File: src/rtl/alu_arbiter.sv
// rtl/alu_arbiter.sv - round-robin scheduler sharing one 8-bit ALU between NUM_REQ requesters
module alu_arbiter #(
  parameter int NUM_REQ = 4,
  parameter int PTR_W   = 2
) (
  input  logic                 clk,
  input  logic                 rst_n,
  input  logic [NUM_REQ-1:0]   req_valid,
  output logic [NUM_REQ-1:0]   req_ready,
  input  logic [8*NUM_REQ-1:0] req_opa,
  input  logic [8*NUM_REQ-1:0] req_opb,
  input  logic [3*NUM_REQ-1:0] req_op,
  output logic [7:0]           alu_operanda,
  output logic [7:0]           alu_operandb,
  output logic [2:0]           alu_op,
  input  logic [7:0]           alu_result,
  input  logic                 alu_zero,
  output logic [NUM_REQ-1:0]   rsp_valid,
  input  logic [NUM_REQ-1:0]   rsp_ready,
  output logic [7:0]           rsp_data,
  output logic                 rsp_zero,
  output logic                 busy
);

  localparam logic [1:0] S_IDLE = 2'd0;
  localparam logic [1:0] S_EXEC = 2'd1;
  localparam logic [1:0] S_RESP = 2'd2;

  logic [1:0]       state;
  logic [PTR_W-1:0] rr_ptr;
  logic [PTR_W-1:0] grant;
  logic [PTR_W-1:0] pick_idx;
  logic             pick_found;
  logic [PTR_W:0]   scan;
  logic [PTR_W+1:0] op_base;
  logic [7:0]       opa_q;
  logic [7:0]       opb_q;
  logic [2:0]       op_q;

  // Search from rr_ptr upward, wrapping at NUM_REQ so unused indices are never reached.
  always_comb begin
    pick_found = 1'b0;
    pick_idx   = '0;
    scan       = '0;
    for (int k = 0; k < NUM_REQ; k++) begin
      scan = {1'b0, rr_ptr} + (PTR_W+1)'(k);
      if (scan >= (PTR_W+1)'(NUM_REQ)) scan = scan - (PTR_W+1)'(NUM_REQ);
      if (!pick_found && req_valid[scan[PTR_W-1:0]]) begin
        pick_found = 1'b1;
        pick_idx   = scan[PTR_W-1:0];
      end
    end
  end

  assign op_base   = (PTR_W+2)'(pick_idx) * (PTR_W+2)'(3);
  assign req_ready = (state == S_IDLE && pick_found) ? (NUM_REQ'(1) << pick_idx) : '0;
  assign rsp_valid = (state == S_RESP) ? (NUM_REQ'(1) << grant) : '0;
  assign busy      = (state != S_IDLE);

  assign alu_operanda = opa_q;
  assign alu_operandb = opb_q;
  assign alu_op       = op_q;

  always_ff @(posedge clk) begin
    if (!rst_n) begin
      state    <= S_IDLE;
      rr_ptr   <= '0;
      grant    <= '0;
      opa_q    <= '0;
      opb_q    <= '0;
      op_q     <= '0;
      rsp_data <= '0;
      rsp_zero <= 1'b0;
    end else begin
      case (state)
        S_IDLE: begin
          if (pick_found) begin
            opa_q <= req_opa[{pick_idx, 3'b000} +: 8];
            opb_q <= req_opb[{pick_idx, 3'b000} +: 8];
            op_q  <= req_op[op_base +: 3];
            grant <= pick_idx;
            state <= S_EXEC;
          end
        end
        S_EXEC: begin
          rsp_data <= alu_result;
          rsp_zero <= alu_zero;
          state    <= S_RESP;
        end
        S_RESP: begin
          // The served requester drops to lowest priority for the next arbitration.
          if (rsp_ready[grant]) begin
            rr_ptr <= (grant == PTR_W'(NUM_REQ-1)) ? '0 : grant + PTR_W'(1);
            state  <= S_IDLE;
          end
        end
        default: state <= S_IDLE;
      endcase
    end
  end

endmodule

File: config.mk
export PLATFORM = sky130hd
export DESIGN_NAME = alu_arbiter
export DESIGN_NICKNAME = d
export VERILOG_FILES = /design/src/rtl/alu_arbiter.sv
export SDC_FILE = /design/constraint.sdc
export NUM_CORES = 1
export LEC_CHECK = 0
export CAP_MARGIN = 20
export CORE_MARGIN = 2
export CORE_UTILIZATION = 40
export CTS_CLUSTER_SIZE = 12
export DETAILED_ROUTE_END_ITERATION = 8
export GPL_TIMING_DRIVEN = 0
export PLACE_DENSITY = 0.94
export SETUP_SLACK_MARGIN = 0.2
export SLEW_MARGIN = 20
export SYNTH_ARGS = -nofsm -noshare
export SYNTH_HDL_FRONTEND = slang
export SYNTH_SLANG_ARGS = --single-unit
File: constraint.sdc
create_clock -name clk -period 3.2 [get_ports clk]
set_clock_uncertainty 0.05 [all_clocks]
set_input_delay 0.48 -clock clk [delete_from_list [all_inputs] [get_ports clk]]
set_output_delay 0.48 -clock clk [all_outputs]
set_load 0.01 [all_outputs]
==> impl_metrics.tcl, run 1 <==
set metrics [dict create \
    synth_fp_nets 347 \
    dr.pass1.iters 4 \
    root_buffer "clkbuf_8" \
    die_h_um 76.8 \
    overflow 0 \
    final_nets 486 \
    post-route-util_pct 71.9 \
    yosysMostFrequentCell "nand2_1" \
    fill_cells 416 \
    n_antenna_cell 0 \
    drtIter0Drc 94 \
    synth_flop_cell "dfxtp_1" \
    critical_path_required_ns 2.67 \
    vias 2411 \
    syn_to_final_growth_pct 73.4 \
    slew_headroom_pct 63.1 \
    vdd.ir_drop.worst_mv 0.165 \
    drive_gt1_share_pct 12.4 \
    portBuffers 131 \
    maxSlewViolCount 0 \
    yosys.area.top_type "dfxtp_1" \
    die_w_um 76.8 \
    synthAdderAreaFrac_pct 2.36 \
    drtAntennaViolNets 0 \
    antenna_found_initial 0 \
    detail_route.wl_per_cell_um 15.3 \
    post-dp-hpwl_um 5360 \
    p_per_area_nw_per_um2 361 \
    synth_edf_count 0 \
    place_congestion 0.735 \
    grt_setup_unrepaired "false" \
    ys_seq_area_share_pct 32.1 \
    cts.clk_slew.worst_paths_ns 0.07 \
    htreeDepth 2 \
    numCtsBuffers 5 \
    clockBufferDepth 2 \
    muxShareOfSynthArea_pct 11.5 \
    p_leak_nw 1.46 \
    arrival_ns 2.41 \
    io_pins 132 \
    hold_viol_final 0 \
    synth_top_area_share_pct 32.1 \
    syn-mean-instance-area_um2 8.54 \
    setup_tns_ns 0 \
    netlist_instances 248 \
    cts_sinks 34 \
    grt_max_degree 11 \
    start_util_pct 41.5 \
    drc 0 \
    synth_top_family_by_area "compound AO/OA/AOI/OAI gates" \
    cp-start-kind "primary input" \
    period_share_pct 92.0 \
    synth_xor_xnor_area_share_pct 0 \
    synth_area_leaders "dfxtp_1, mux2i_1, a211o_1" \
    synth-simple-area-share_pct 19.0 \
    clk-insertion-delay-late_ns 0.28 \
    cts_tree "yes" \
    synth_compound_area_share_pct 27.3 \
    maxCapViolCount 0 \
    status "completed" \
    async_reset_ff_share_pct 0 \
    ctsHoldBuffers 0 \
    grt_usage_pct 23.9 \
    synthTopCellsByCount "nand2_1, dfxtp_1, mux2i_1" \
    period_minus_slack_ns 2.94 \
    synth_cell_types 35 \
    path_class "primary input to output pin" \
    yosys_warnings 0 \
    netlist_area_um2 2120 \
    crit_fanout 6 \
    grt_first_pass_wirelength_um 11500 \
    vias_per_cell 5.26 \
    cp-end-kind "output pin" \
    core_region_area_um2 5110 \
    grt_pass1_vias 2495 \
    ys_seq_elements 34 \
    wirelength_um 7030 \
    max_freq_mhz 340 \
    hold_path_class "flip-flop to flip-flop" \
    dieArea_um2 5890 \
    setup_viol 0 \
    tightest_slew_ns 0.551 \
    fp-row-count 26 \
]
-- final cells by class --
cell class                      count  area (µm²)  area share (%)
Timing Repair Buffer              132        1330            36.2
Tap cell                           70        87.6            2.38
Inverter                            6        22.5           0.613
Clock inverter                      1        5.00           0.136
Buffer                             20         149            4.05
Clock buffer                        7        86.3            2.35
Multi-Input combinational cell    188        1310            35.8
Sequential cell                    34         681            18.5
-- where the power goes --
part           internal (mW)  switching [mW]
clock network          0.174           0.155
registers              0.471          0.0287
logic                  0.285           0.214
total                  0.929           0.398
-- worst max-delay path: stages --
cell and delay, ns:
clkdlybuf4s50_1 0.49, or4_4 0.62, nand2_4 0.13, nor3_2 0.06, and2_1 0.15, clkdlybuf4s50_1 0.48
-- final timing paths --
| kind | from | end | slack, ns | depth (start not counted) |
|---|---|---|---|---|
| max reg2reg | rr_ptr[1]$_SDFFE_PN0P_ | alu_operanda[7]$_SDFFE_PN0P_ | 1.41 | 8 |
| max | req_valid[2] | req_ready[1] | 0.26 | 6 |
| min | rsp_data[4]$_SDFFE_PN0N_ | rsp_data[4]$_SDFFE_PN0N_ | 0.41 | 2 |
| min reg2reg | rsp_data[4]$_SDFFE_PN0N_ | rsp_data[4]$_SDFFE_PN0N_ | 0.41 | 2 |
-- cell families after synthesis --
group           Yosys count
flops                    34
buf+inv                  26
fa+ha+maj                 4
compound gates           77
simple gates             84
mux                      23
-- state kept, by name (all words and copies together), names as in the netlist --
register      cells
alu_op            3
rsp_zero          1
state             2
alu_operanda      8
alu_operandb      8
rsp_data          8
grant             2
rr_ptr            2
-- through the flow --
stage               power (mW)  setup slack (ns)  instances  cell area (µm²)  hold slack (ns)
CTS                       1.33             0.187        458             3630            0.409
global route              1.40             0.191        458             3670            0.429
finish                    1.33             0.257        458             3670            0.409
floorplan                0.729              1.13        248             2120            0.408
detailed placement       0.997           -0.0134        449             3520            0.400
global placement         0.982           0.00465        449             3520            0.393
-- per-layer routing --
| metal | vias to the layer above | track usage [%] | wire length (µm) |
|---|---|---|---|
| met1 | 1147 | 27.6 | 2870 |
| met5 | - | 0 | 0 |
| met2 | 84 | 43.9 | 3760 |
| met4 | 0 | 6.55 | 42 |
| met3 | 4 | 5.41 | 352 |
| li1 | 1176 | - | - |
-- layout by cell type, fill, tap and decap left out, types with 2 or more instances in the layout --
cell	synthesis	routed
dlymetal6s2s_1	0	4
buf_2	7	5
nand2_4	1	2
nor3_1	3	2
buf_6	7	7
mux2i_1	21	20
and2_1	5	5
o21ai_0	19	19
ha_1	4	4
nor2b_1	2	2
clkbuf_8	0	6
nand2_1	41	40
dfxtp_1	34	34
inv_1	5	5
nand3_1	19	19
buf_4	1	4
nor2_1	5	5
nand2b_1	2	2
clkdlybuf4s50_1	0	127
clkbuf_1	5	5
o211ai_1	10	10
a211o_1	19	19
o211ai_2	9	9
a21oi_1	14	14
-- what timing repair did --
item	in CTS	in global routing
setup buffers	1	0
resized for setup	5	13
endpoints found under the setup margin	4	4
pin swaps	1	0
Note: power is estimated with default switching activity, not from simulation.
==> run 2: changes to the inputs <==
- CTS_CLUSTER_SIZE: 12 -> 16
==> results of run 2 <==
Final layout, timing and power as in run 1 (identical DEF).
